[src/rtl/river_crossing_ctrl.sv]
// river_crossing_ctrl
//   Game controller for the farmer/cabbage/goat/wolf river-crossing puzzle.
//   Tracks the bank of each item (0 = start bank, 1 = far bank). Accepts one
//   move per cycle, rejects illegal moves and declares the game won or lost.
//
// Ports
//   Clock       : system clock, rising edge
//   Resetn      : asynchronous active-low reset
//   move_valid  : perform move_sel at this edge (level sampled)
//   move_sel    : 00 farmer alone, 01 cabbage, 10 goat, 11 wolf
//   restart     : synchronous return to the start configuration
//   F/C/G/W     : registered bank of farmer/cabbage/goat/wolf
//   alarm       : combinational unsafe flag for the current F/C/G/W
//   playing/won/lost : one-hot game state
//   illegal     : one-cycle pulse after a rejected move
//   move_count  : accepted moves, saturating at 2^CNT_W-1
module river_crossing_ctrl #(
    parameter int unsigned CNT_W = 5
) (
    input  logic             Clock,
    input  logic             Resetn,
    input  logic             move_valid,
    input  logic [1:0]       move_sel,
    input  logic             restart,
    output logic             F,
    output logic             C,
    output logic             G,
    output logic             W,
    output logic             alarm,
    output logic             playing,
    output logic             won,
    output logic             lost,
    output logic             illegal,
    output logic [CNT_W-1:0] move_count
);

    typedef enum logic [1:0] {
        PLAY = 2'd0,
        WON  = 2'd1,
        LOST = 2'd2
    } state_t;

    state_t           state_q, state_d;
    logic [3:0]       pos_q, pos_d;      // {F, C, G, W}
    logic [CNT_W-1:0] cnt_q, cnt_d;
    logic             illegal_q, illegal_d;

    logic [1:0]       item_idx;
    logic [3:0]       move_mask;
    logic             move_legal;

    // Goat left with wolf or cabbage while the farmer is on the other bank.
    function automatic logic unsafe_f(input logic [3:0] v);
        logic f, c, g, w;
        {f, c, g, w} = v;
        return (g != f) && ((g == w) || (g == c));
    endfunction

    always_comb begin
        // Bit index of the selected passenger within {F,C,G,W}.
        item_idx   = 2'd3 - move_sel;
        move_mask  = 4'b1000;
        move_legal = 1'b1;
        if (move_sel != 2'b00) begin
            move_mask[item_idx] = 1'b1;
            move_legal          = (pos_q[item_idx] == pos_q[3]);
        end
    end

    always_comb begin
        state_d   = state_q;
        pos_d     = pos_q;
        cnt_d     = cnt_q;
        illegal_d = 1'b0;
        if (restart) begin
            state_d = PLAY;
            pos_d   = '0;
            cnt_d   = '0;
        end else if (state_q == PLAY && move_valid) begin
            if (move_legal) begin
                pos_d = pos_q ^ move_mask;
                if (cnt_q != '1) begin
                    cnt_d = cnt_q + 1'b1;
                end
                if (unsafe_f(pos_d)) begin
                    state_d = LOST;
                end else if (pos_d == 4'b1111) begin
                    state_d = WON;
                end
            end else begin
                illegal_d = 1'b1;
            end
        end
    end

    always_ff @(posedge Clock or negedge Resetn) begin
        if (!Resetn) begin
            state_q   <= PLAY;
            pos_q     <= '0;
            cnt_q     <= '0;
            illegal_q <= 1'b0;
        end else begin
            state_q   <= state_d;
            pos_q     <= pos_d;
            cnt_q     <= cnt_d;
            illegal_q <= illegal_d;
        end
    end

    assign {F, C, G, W} = pos_q;
    assign alarm        = unsafe_f(pos_q);
    assign playing      = (state_q == PLAY);
    assign won          = (state_q == WON);
    assign lost         = (state_q == LOST);
    assign illegal      = illegal_q;
    assign move_count   = cnt_q;

endmodule

[config.mk]
export PLATFORM = sky130hd
export DESIGN_NAME = river_crossing_ctrl
export DESIGN_NICKNAME = d
export VERILOG_FILES = /design/src/rtl/river_crossing_ctrl.sv
export SDC_FILE = /design/constraint.sdc
export NUM_CORES = 1
export LEC_CHECK = 0
export ABC_AREA = 1
export BUFFER_PORTS_ARGS = -buffer_cell sky130_fd_sc_hd__buf_2
export CORE_MARGIN = 5
export CORE_UTILIZATION = 40
export DETAILED_ROUTE_END_ITERATION = 8
export PLACE_DENSITY = 0.63
export SLEW_MARGIN = 0
export SYNTH_ARGS = -nofsm -noshare
export SYNTH_HDL_FRONTEND = slang
export SYNTH_SLANG_ARGS = --single-unit
[constraint.sdc]
create_clock -name Clock -period 3 [get_ports Clock]
set_input_delay 0.45 -clock Clock [delete_from_list [all_inputs] [get_ports Clock]]
set_output_delay 0.45 -clock Clock [all_outputs]
set_load 0.1 [all_outputs]
==> results.sh <==
export IMPL_synth_enable_flop_cells=0
export IMPL_grt_start_max_net_pins=13
export IMPL_cts_buffers=3
export IMPL_final_min_period_over_clock_period_pct=64.3
export IMPL_cts_root_buf="clkbuf_4"
export IMPL_slowest_stage="dfrtp_1"
export IMPL_final_setup_skew_ns=0.00569
export IMPL_timing_critical_path_to_type="output port"
export IMPL_timing_critical_path_to="alarm"
export IMPL_synth_seq_cells=12
export IMPL_die_height_um=53.6
export IMPL_postRouteAntennaNets=0
export IMPL_synthToLayoutAreaGrowth_pct=19.6
export IMPL_worst_slew_margin_relative_to_its_limit_pct=67.7
export IMPL_dp_hpwl_um=1290
export IMPL_timing_worst_setup_path_type="reg -> out"
export IMPL_worstPathCellList="inv_1 > o211ai_1 > nand2_1 > buf_2"
export IMPL_cp_buffers_inverters=2
export IMPL_cts_hold_buffers_added=0
export IMPL_detailedRoute_firstIterationViolations=17
export IMPL_drv_cap=0
export IMPL_routabilityCongestion=0.792
export IMPL_post_route_drc_count=0
export IMPL_setup_total_negative_slack_ns=0
export IMPL_die_width_um=53.6
export IMPL_finish_instance_area_um2=910
export IMPL_regToRegSetupSlack_ns=1.40
export IMPL_syn_area_per_cell_um2=7.31
export IMPL_fp_row_count=15
export IMPL_initial_utilization_pct=43.1
export IMPL_clock_insertion_delay_worst_skew_ns=0.27
export IMPL_tritoncts="yes"
export IMPL_synthArstFlopShare_pct=100
export IMPL_timing_critical_path_arrival_ns=1.48
export IMPL_vias_in_the_first_global_route=637
export IMPL_detail_route_vias_per_cell=4.74
export IMPL_path_depth=4
export IMPL_numClockSinks=12
export IMPL_nets=137
export IMPL_io_buffer_count=19
export IMPL_synth_warning_count=0
export IMPL_buffers_inserted_by_post_cts_timing_repair=0
export IMPL_cts_reportedPaths_clkPinSlew_ns=0.07
export IMPL_unrepaired_setup_endpoints_after_global_routing="false"
export IMPL_hp_class="in -> async"
export IMPL_ys_top_cells_by_area="dfrtp_1 39%, nand2_1 17%, nand3_1 5.3%, ha_1 4.9%, nor2_1 4.9%"
export IMPL_setup_worst_path_start="pos_q[3]"
export IMPL_r2r_start="pos_q[1]"
export IMPL_worst_path_max_fanout=6
export IMPL_yosys_cell_count_top_type="nand2_1"
export IMPL_synth_top_cell_area_share_pct=39.5
export IMPL_worst_endpoint_required_ns=2.55
export IMPL_grt_first_pass_wirelength_um=2790
export IMPL_worstReg2RegEnd="state_q[1]"
export IMPL_worst_r2r_path_depth=11
export IMPL_status="finished clean"
export IMPL_grt_antenna_before_repair=0
export IMPL_report_final_hold_viol_count=0
export IMPL_post_dp_cell_area_um2=887
export IMPL_synthDistinctLibCells=21
export IMPL_wl_per_cell_um=10.9
export IMPL_ctsResizeCount=0
export IMPL_n_antenna_cell=0
export IMPL_postSynthCellCount=104
export IMPL_synthesis_area_um2=761
export IMPL_delay_of_the_slowest_cell_on_the_worst_path_ns=0.42
export IMPL_element_type_at_the_critical_path_start="flop"
export IMPL_drt_pass1_iterations=4
export IMPL_synth_top_cell_by_area="dfrtp_1"
export IMPL_floorplan_core_area_um2=1760
export IMPL_maxClockFrequency_mhz=518
export IMPL_synth_common_cells="34 x nand2_1, 12 x dfrtp_1, 10 x nor2_1"
export IMPL_grt_use_total_pct=13.3
export IMPL_via_count=715
export IMPL_fp_dieArea_um2=2870
export IMPL_ys_seq_area_share_pct=39.5
export IMPL_cts_buffer_depth=2
export IMPL_dpl_cell_count=148
export IMPL_instances_no_fill=151
export IMPL_timing_critical_path_max_delay_family="buffers and inverters"
export IMPL_worst_slew_pin_slew_ns=0.488
export IMPL_post_route_min_period_ns=1.93
export IMPL_cts_htree_levels=1
export IMPL_global_route_overflow_total=0
export IMPL_top_flip_flop_cell_by_instance_count_after_synthesis="dfrtp_1"
export IMPL_routed_wl_um=1640
export IMPL_timing_final_max_slew_violations=0
export IMPL_mappedNetlistNets=113
export IMPL_final_layout_size_suffix_gt1_share_pct=26.2
export IMPL_timing_final_setup_violations=0
export IMPL_design_portCount=20
[cells by family (layout without fill, tap and decap cells)]
| family | after synthesis | count (layout) | share of synthesized area (%) |
|---|---|---|---|
| AND/OR/NAND/NOR | 62 | 62 | 37.3 |
| AO/OA/AOI/OAI | 14 | 14 | 10.9 |
| flip-flops | 12 | 12 | 39.5 |
| buffers and inverters | 12 | 34 | 6.25 |
| adder cells (fa/ha/maj) | 3 | 3 | 4.93 |
| XOR/XNOR | 1 | 1 | 1.15 |
[sequential cells by signal (all words and copies together), names as in the netlist]
signal and cells:
state_q 2, pos_q 4, move_count 5, illegal 1
[worst min-delay path by stage]
stage	end	startpoint	depth (start not counted)
after floorplan	illegal	Resetn	0
after global placement	state_q[0]	Resetn	1
after detailed placement	state_q[0]	Resetn	1
after CTS	state_q[0]	Resetn	1
after global routing	pos_q[0]	Resetn	1
final	state_q[1]	Resetn	1
[placed cells by master, fill, tap and decap left out, types with 2 or more instances in the layout]
master,Yosys,layout
o21ai_0,6,6
nand2_2,2,2
nand3_1,8,8
buf_2,0,19
dfrtp_1,12,12
nand4_1,3,3
clkbuf_4,0,3
a21oi_1,3,3
inv_1,9,9
inv_2,2,2
nor2_1,10,10
nand2_1,34,34
ha_1,3,3
nand3_2,3,3
[area by class of cell]
| type | count | area (um^2) |
|---|---|---|
| well taps | 25 | 31.3 |
| flip-flops and latches | 12 | 300 |
| clock buffers | 3 | 22.5 |
| multi-input cells | 80 | 413 |
| inverters | 12 | 47.5 |
| fillers | 199 | 855 |
| repair buffers | 19 | 95.1 |
[per-stage QoR]
stage | util [%] | worst slack (ns) | hold slack [ns]
floorplan | - | 0.428 | 0.154
global placement | 50.3 | 1.24 | 0.345
detailed placement | 50.3 | 1.18 | 0.343
CTS | 51.6 | 1.05 | 0.0477
global route | 51.6 | 0.947 | 0.0493
finish | 51.6 | 1.07 | 0.0432
[routing by layer]
metal | wire (um) | vias to the layer above | share of wire, % | global-route usage [%]
met3 | 79 | 0 | 4.8 | 6.09
met2 | 740 | 10 | 45 | 20.8
met1 | 821 | 319 | 50 | 17.0
li1 | - | 386 | - | -
met4 | 0 | 0 | 0 | 2.13
met5 | 0 | - | 0 | 0
Power is left out: the tool's default activity adds up to more than one toggle a clock period on the data nets, which glitch-free logic cannot reach.
